<file path="config.mk">
export PLATFORM = sky130hd
export DESIGN_NAME = count_display_driver
export DESIGN_NICKNAME = d
export VERILOG_FILES = /design/src/rtl/count_display_pkg.sv /design/src/rtl/bin2bcd_seq.sv /design/src/rtl/count_display_driver.sv
export SDC_FILE = /design/constraint.sdc
export NUM_CORES = 1
export LEC_CHECK = 0
export ABC_CLOCK_PERIOD_IN_PS = 5600
export BUFFER_PORTS_ARGS = -buffer_cell sky130_fd_sc_hd__buf_2
export CORE_MARGIN = 2
export CORE_UTILIZATION = 30
export DETAILED_ROUTE_END_ITERATION = 10
export MAX_ROUTING_LAYER = met4
export PLACE_DENSITY = 0.43
export SETUP_SLACK_MARGIN = 0.5
export SYNTH_ARGS = -nofsm -noshare
export SYNTH_HDL_FRONTEND = slang
export SYNTH_HIERARCHICAL = 1
export SYNTH_SLANG_ARGS = --single-unit
</file>
<file path="constraint.sdc">
create_clock -name CLK -period 5.6 [get_ports CLK]
set_input_delay 0.56 -clock CLK [delete_from_list [all_inputs] [get_ports CLK]]
set_output_delay 0.56 -clock CLK [all_outputs]
set_load 0.05 [all_outputs]
</file>
<file path="src/rtl/count_display_pkg.sv">
// rtl/count_display_pkg.sv - shared FSM states, segment codes and digit decode
// for count_display_driver.
package count_display_pkg;

  localparam int NUM_W_DEF      = 4;
  localparam int NUM_DIGITS_DEF = 2;
  localparam int SCAN_DIV_DEF   = 4;

  typedef enum logic [1:0] {
    IDLE  = 2'd0,
    SHIFT = 2'd1,
    DONE  = 2'd2
  } conv_state_t;

  // Segment order {g,f,e,d,c,b,a}, active-low
  localparam logic [6:0] SEG_0     = 7'b1000000;
  localparam logic [6:0] SEG_1     = 7'b1111001;
  localparam logic [6:0] SEG_2     = 7'b0100100;
  localparam logic [6:0] SEG_3     = 7'b0110000;
  localparam logic [6:0] SEG_4     = 7'b0011001;
  localparam logic [6:0] SEG_5     = 7'b0010010;
  localparam logic [6:0] SEG_6     = 7'b0000010;
  localparam logic [6:0] SEG_7     = 7'b1111000;
  localparam logic [6:0] SEG_8     = 7'b0000000;
  localparam logic [6:0] SEG_9     = 7'b0010000;
  localparam logic [6:0] SEG_BLANK = 7'b1111111;

  function automatic logic [6:0] digit_to_seg(input logic [3:0] d);
    case (d)
      4'd0:    return SEG_0;
      4'd1:    return SEG_1;
      4'd2:    return SEG_2;
      4'd3:    return SEG_3;
      4'd4:    return SEG_4;
      4'd5:    return SEG_5;
      4'd6:    return SEG_6;
      4'd7:    return SEG_7;
      4'd8:    return SEG_8;
      4'd9:    return SEG_9;
      default: return SEG_BLANK;
    endcase
  endfunction

endpackage

</file>
<file path="src/rtl/bin2bcd_seq.sv">
// rtl/bin2bcd_seq.sv - sequential shift-add-3 binary to BCD converter.
module bin2bcd_seq
  import count_display_pkg::*;
#(
  parameter int NUM_W      = NUM_W_DEF,
  parameter int NUM_DIGITS = NUM_DIGITS_DEF
) (
  input  logic                    CLK,
  input  logic                    CLEAR_BAR,
  input  logic                    start,
  input  logic [NUM_W-1:0]        bin,
  output logic [4*NUM_DIGITS-1:0] bcd,
  output logic                    done
);

  localparam int BW = 4 * NUM_DIGITS;
  localparam int CW = $clog2(NUM_W + 1);

  conv_state_t      state, state_nx;
  logic [NUM_W-1:0] snap;
  logic [BW-1:0]    sr, sr_adj;
  logic [CW-1:0]    cnt;

  always_comb begin
    sr_adj = sr;
    for (int i = 0; i < NUM_DIGITS; i++) begin
      if (sr[4*i +: 4] >= 4'd5) sr_adj[4*i +: 4] = sr[4*i +: 4] + 4'd3;
    end
  end

  always_comb begin
    state_nx = state;
    done     = 1'b0;
    case (state)
      IDLE:    if (start) state_nx = SHIFT;
      SHIFT:   if (cnt == CW'(NUM_W - 1)) state_nx = DONE;
      DONE: begin
        done     = 1'b1;
        state_nx = IDLE;
      end
      default: state_nx = IDLE;
    endcase
  end

  always_ff @(posedge CLK or negedge CLEAR_BAR) begin
    if (!CLEAR_BAR) begin
      state <= IDLE;
      snap  <= '0;
      sr    <= '0;
      cnt   <= '0;
      bcd   <= '0;
    end else begin
      state <= state_nx;
      case (state)
        IDLE: if (start) begin
          snap <= bin;
          sr   <= '0;
          cnt  <= '0;
        end
        SHIFT: begin
          sr   <= {sr_adj[BW-2:0], snap[NUM_W-1]};
          snap <= snap << 1;
          cnt  <= cnt + 1'b1;
        end
        // Publishing only here keeps a half-converted value off the output
        DONE: bcd <= sr;
        default: ;
      endcase
    end
  end

endmodule

</file>
<file path="src/rtl/count_display_driver.sv">
// rtl/count_display_driver.sv - count to BCD conversion and multiplexed 7-seg drive;
// LEADING_ZERO_BLANK_EN blanks leading zero digits above digit0.
module count_display_driver
  import count_display_pkg::*;
#(
  parameter int NUM_W      = NUM_W_DEF,
  parameter int NUM_DIGITS = NUM_DIGITS_DEF,
  parameter int SCAN_DIV   = SCAN_DIV_DEF
) (
  input  logic                    CLK,
  input  logic                    CLEAR_BAR,
  input  logic [NUM_W-1:0]        NUM,
  output logic [4*NUM_DIGITS-1:0] BCD,
  output logic                    UPDATE,
  output logic [6:0]              SEG,
  output logic [NUM_DIGITS-1:0]   AN
);

  localparam int IW = (NUM_DIGITS > 1) ? $clog2(NUM_DIGITS) : 1;
  localparam int PW = (SCAN_DIV > 1) ? $clog2(SCAN_DIV) : 1;

  logic [NUM_W-1:0] num_q, last, pend;
  logic             busy, start, done;
  logic [PW-1:0]    pre;
  logic [IW-1:0]    idx;
  logic [3:0]       cur;
  logic [6:0]       seg_nx;
`ifdef LEADING_ZERO_BLANK_EN
  logic             lead;
`endif

  // busy mirrors the engine leaving IDLE, so start is only seen when it can accept
  assign start = !busy && (num_q != last);

  bin2bcd_seq #(
    .NUM_W      (NUM_W),
    .NUM_DIGITS (NUM_DIGITS)
  ) u_conv (
    .CLK       (CLK),
    .CLEAR_BAR (CLEAR_BAR),
    .start     (start),
    .bin       (num_q),
    .bcd       (BCD),
    .done      (done)
  );

  always_ff @(posedge CLK or negedge CLEAR_BAR) begin
    if (!CLEAR_BAR) begin
      num_q  <= '0;
      last   <= '0;
      pend   <= '0;
      busy   <= 1'b0;
      UPDATE <= 1'b0;
    end else begin
      num_q  <= NUM;
      UPDATE <= done;
      if (start) begin
        busy <= 1'b1;
        pend <= num_q;
      end else if (done) begin
        busy <= 1'b0;
        last <= pend;
      end
    end
  end

  always_comb begin
    cur    = BCD[4*idx +: 4];
    seg_nx = digit_to_seg(cur);
`ifdef LEADING_ZERO_BLANK_EN
    lead = (idx != '0);
    for (int j = 0; j < NUM_DIGITS; j++) begin
      if (j >= int'(idx) && BCD[4*j +: 4] != 4'd0) lead = 1'b0;
    end
    if (lead) seg_nx = SEG_BLANK;
`endif
  end

  always_ff @(posedge CLK or negedge CLEAR_BAR) begin
    if (!CLEAR_BAR) begin
      pre <= '0;
      idx <= '0;
      AN  <= ~NUM_DIGITS'(1);
      SEG <= SEG_0;
    end else begin
      if (pre == PW'(SCAN_DIV - 1)) begin
        pre <= '0;
        idx <= (idx == IW'(NUM_DIGITS - 1)) ? '0 : idx + 1'b1;
      end else begin
        pre <= pre + 1'b1;
      end
      AN  <= ~(NUM_DIGITS'(1) << idx);
      SEG <= seg_nx;
    end
  end

endmodule

</file>
* Word level (Yosys, flattened, before mapping) *
Memory sizes are Yosys's and may differ from the RTL's. A register that Yosys moved wholly into a read port is not among the register bits.
Cells that the tools add are included.

storage, ports and cells
  bits in registers = 44
  latch bits = 0
  bits in writable memories = 0
  memory bits (read-only) = 112
  input bits = 6
  output and inout port bits = 18
  word-level logic and storage cells = 57
  memories kept = 1

memory list
  name             depth  bits a word  read ports  clocked after Yosys merged registers in  wr ports  RTL line                 text
  (no name shown)  16     7            1           1                                        0         count_display_pkg.sv:29  case (d)

operators by class
  add/subtract/negate cells = 5
  multipliers = 0
  div/mod/pow operators = 0
  magnitude comparators = 2
  equality and inequality tests = 7
  shifts and indexed selects = 2
  muxes and demuxes = 16
  bitwise operators = 2
  reductions and logical operators = 9

operators by type and width
  kind                 count
  $pmux 8 s2           1
  $ge 4x3->1 const B   2
  $mux 4               2
  $mux 8               1
  $pmux 4 s2           1
  $shiftx 8x4->4       1
  $mux 2               3
  $mux 3               2
  $pmux 3 s2           1
  $reduce_and 2->1     3
  $add 4x2->4 const B  1
  $eq 2x2->1 const B   2
  $mux 1               4
  $ne 4x4->1           1
  $pmux 2 s2           1
  $reduce_bool 2->1    2
  $add 3x1->3 const B  1
  $add 3x2->3 const B  1
  $eq 3x2->1 const B   1
  $add 2x1->2 const B  1
  $eq 2x1->1 const B   1
  $logic_not 1->1      2
  $logic_not 2->1      1
  $ne 2x1->1 const B   1
  6 further kinds      6

* Longest topological paths before layout *
  depth in word-level cells = 4
  gate-level depth with buffers = 7
  depth with buffers taken out = 6

* By module *
The synthesis kept the hierarchy.

by module, submodules not included
  module                instances  cells an instance  area each (um^2)  sequential area each (um^2)
  bin2bcd_seq           1          119                1234.9            625.6
  count_display_driver  1          95                 1187.4            653.1

* Worst setup path after synthesis *
Ideal clock, no wire load.

  path type = register to register
  from = register last[3]
  to = register u_conv.sr[4]
  library setup time = 0.095 ns
  arrival = 1.743 ns
  required time = 5.505 ns
  path slack = 3.761 ns
  stages on the path, launching flop included = 8
  buffers on the path = 1
  period minus slack after synthesis = 1.839 ns
  cells stage by stage = dfrtp_1 -> xor2_1 -> o41ai_4 -> inv_2 -> o21bai_2 -> buf_4 -> nand2_1 -> o31ai_1

between the ends
  longest elaborated chain between the ends = 4

RTL lines
  item                        RTL line                    text
  start, declared             count_display_driver.sv:22  logic [NUM_W-1:0] num_q, last, pend;
  start signal, assigned      count_display_driver.sv:62  last <= pend;
  $ne 4x4->1                  count_display_driver.sv:33  assign start = !busy && (num_q != last);
  $logic_and 1x1->1           count_display_driver.sv:33
  net start                   count_display_driver.sv:23  logic busy, start, done;
  $ne 2x2->1 (no line)        n/a
  $reduce_and 2->1 (no line)  n/a
  end signal, assigned        bin2bcd_seq.sv:61           sr <= {sr_adj[BW-2:0], snap[NUM_W-1]};
  end, declared               bin2bcd_seq.sv:21           logic [BW-1:0] sr, sr_adj;

The timed path passes the listed nets, and every way through them passes these cells.
A chain may end at the register's enable or synchronous reset.

* Worst setup path in the final report *
  from = register num_q[3]
  to = register u_conv.sr[3]

between the ends
  longest elaborated chain between the ends = 4

RTL lines
  item                        RTL line                    text
  start, declared             count_display_driver.sv:22
  start signal, assigned      count_display_driver.sv:49  num_q <= '0;
  start signal, assigned      count_display_driver.sv:55  num_q <= NUM;
  $ne 4x4->1                  count_display_driver.sv:33
  $logic_and 1x1->1           count_display_driver.sv:33
  net start                   count_display_driver.sv:23
  $ne 2x2->1 (no line)        n/a
  $reduce_and 2->1 (no line)  n/a

The timed path passes the listed nets, and every way through them passes these cells.

==> impl_metrics.tcl <==
set metrics [dict create \
    status "completed" \
    grt_overflow 0 \
    final_core_util_pct 34.76 \
    cts_tree "yes" \
    rows 32 \
    wire_per_inst_microns 13.25 \
    clockBufferDepth 2 \
    layout.nets 256 \
    area_growth_pct 11.47 \
    critPathMaxFanout 16 \
    power_frac_comb_pct 42.2 \
    p_clk_share_pct 15.8 \
    async_reset_ff_share_pct 100.0 \
    relSlewSlack_pct 49.27 \
    ctsResizeCount 0 \
    path_buf_inv 1 \
    fill_cells 796 \
    clock.fmax_mhz 441.2 \
    syn_area_sq_mm 0.002422 \
    clk_latency_ps 300 \
    switching_share_pct 43.61 \
    htreeDepth 2 \
    place_inst 333 \
    grtUsageMet1_pct 14.39 \
    post-route-cell-area_sq_mm 0.002700 \
    core-area_sq_mm 0.007767 \
    grt_pass1_vias 1601 \
    vias 1611 \
    slew_viol_final 0 \
    cp.required_ps 5830 \
    timing.final.crit_period_ps 2266 \
    regArea_sq_mm 0.001279 \
    grt_use_met2_pct 18.45 \
    pin_count 24 \
    setup_viol 0 \
    synth_cell_types 42 \
    grt_max_degree 52 \
    ys_ff_latch 51 \
    crit_type "flop to flop" \
    portBuffers 23 \
    die_h_microns 93.86 \
    via_per_inst 4.724 \
    grt_pass1_wl_mm 7.741 \
    hold_violations 0 \
    cp-start-kind "flop" \
    drt-total-wl_mm 4.519 \
    worstMarginPinSlew_ps 757.6 \
    synth_ff_type "dfrtp_1" \
    busiest_layer "met2" \
    synth_nets 232 \
    power.leakage_nw 1.246 \
    drc 0 \
    finalWeightedCongestion 0.7948 \
    power_density_mw_per_mm2 495.5 \
    hold_class "input port to asynchronous set/reset pin" \
    dieArea_sq_mm 0.008809 \
    seqPwrFrac_pct 42.0 \
    cpLargestDelayFamily "compound AO/OA/AOI/OAI gates" \
    cts_hold_buffers 0 \
    die_w_microns 93.86 \
    maxCapViolCount 0 \
    finClkSkew_ps 10.28 \
    peakVddDrop_mv 0.1079 \
    synth_edf_count 0 \
    drive_gt1_share_pct 20.50 \
    synth_top_area_cell "dfrtp_1" \
    detail-route-antenna-nets 0 \
    place_area_sq_mm 0.002615 \
    final_common_cell "dfrtp_1" \
    start_util_pct 31.19 \
    switchingPower_mw 0.5834 \
    hpwl_mm 3.146 \
    tns_ps 0 \
    crit_slowest_cell "o21bai_2" \
    path_cells "xor2_1 > o41ai_4 > inv_2 > o21bai_2 > a21oi_1 > o22ai_1" \
    endpoint_kind "flop" \
    cts_buffers 5 \
    multiInputGateArea_sq_mm 0.001018 \
    rsz0062_at_grt "no" \
    critPathMaxStageDelay_ps 560 \
    syn_inst 214 \
    cts-root-buf "clkbuf_8" \
    met3_usage_pct 2.889 \
    grt_use_total_pct 11.70 \
    worstPathArrival_ps 2500 \
    diodes 0 \
    antenna_found_initial 0 \
    synth_warnings 6 \
    internal_power_mw 0.7544 \
    path_clk_slew_ps 100 \
    mostFrequentLayoutCells "dfrtp_1, nand2_1, buf_2" \
    ys_top_cells_by_area "dfrtp_1, ha_1, mux2i_1" \
    drt_pre_antenna_iters 4 \
    synth_seq_area_share_pct 52.79 \
    clkSinkCount 51 \
    post_cts.repair.setup_buffers 0 \
    hold_ws_ps 328.8 \
    drt_iter0_drc 57 \
    final_cells 341 \
    netlist.area_leader.share_pct 50.62 \
    period_share_pct 40.47 \
    syn-mean-instance-area_sq_um 11.32 \
]
area by class of cell:
cell class                 instances  share of cell area (%)
clock buffer                       6                   2.688
clock inverter                     2                  0.4634
inverter                          18                   2.502
multi-input combinational        138                   37.72
sequential                        51                   47.36
tap                              102                   4.727
timing repair buffer              24                   4.541
flip-flops by register name, summed over array words and instances (netlist names):
signal and flops:
AN 2, SEG 7, UPDATE 1, busy 1
idx 1, last 4, num_q 4, pend 4
pre 2, u_conv/bcd 8, u_conv/cnt 3, u_conv/snap 4
u_conv/sr 8, u_conv/state 2
power by group through the flow:
| stage | Combinational [mW] | Clock (mW) | Sequential [mW] |
|---|---|---|---|
| final | 0.565 | 0.212 | 0.561 |
| after CTS | 0.571 | 0.225 | 0.562 |
| after floorplan | 0.331 | 0 | 0.685 |
| after detailed placement | 0.569 | 0 | 0.569 |
| after global placement | 0.571 | 0 | 0.572 |
| after global routing | 0.630 | 0.240 | 0.576 |
logic make-up (layout without fill, tap and decap cells):
family | count (synthesis) | count (layout) | synth area share [%]
AO/OA/AOI/OAI | 52 | 52 | 16.06
flip-flops | 51 | 51 | 52.79
AND/OR/NAND/NOR | 51 | 51 | 10.28
buffers and inverters | 25 | 50 | 5.165
multiplexers | 17 | 17 | 7.335
adder cells (fa/ha/maj) | 12 | 12 | 6.198
XOR/XNOR | 6 | 6 | 2.169
worst paths after layout:
| kind | startpoint | to | cells after the start | slack (ps) |
|---|---|---|---|---|
| setup / recovery | num_q[3] | u_conv/sr[3] | 6 | 3330 |
| hold / removal | CLEAR_BAR | last[2] | 2 | 330 |
| setup reg to reg | num_q[3] | u_conv/sr[3] | 6 | 3330 |
| hold reg to reg | pre[0] | pre[0] | 1 | 430 |
| max in group asynchronous | CLEAR_BAR | last[1] | 2 | 4800 |
| min in group CLK | NUM[3] | num_q[3] | 1 | 360 |
cell usage after synthesis, types with 3 or more instances:
| library cell | instances |
|---|---|
| nand2_1 | 23 |
| o41ai_1 | 4 |
| nor2_1 | 5 |
| xor2_1 | 5 |
| nand2b_1 | 5 |
| a21oi_1 | 10 |
| o211ai_1 | 4 |
| ha_1 | 12 |
| mux2_2 | 6 |
| nor2b_1 | 9 |
| buf_2 | 3 |
| dfrtp_1 | 49 |
| o21ai_0 | 13 |
| inv_1 | 17 |
| mux2i_1 | 11 |
through the flow:
step,setup slack [ps],total power [mW]
finish,3334,1.338
global route,3129,1.446
CTS,3346,1.358
detailed placement,3374,1.139
global placement,3398,1.143
floorplan,3761,1.016
metal layers:
| layer | share of wire [%] | up-vias | wire length [microns] |
|---|---|---|---|
| met5 | 0 | - | 0 |
| met4 | 1.9 | 0 | 87 |
| met3 | 3.3 | 9 | 149 |
| met2 | 47 | 26 | 2104 |
| met1 | 48 | 782 | 2177 |
| li1 | - | 794 | - |
Power figures use the tool's default switching activity.
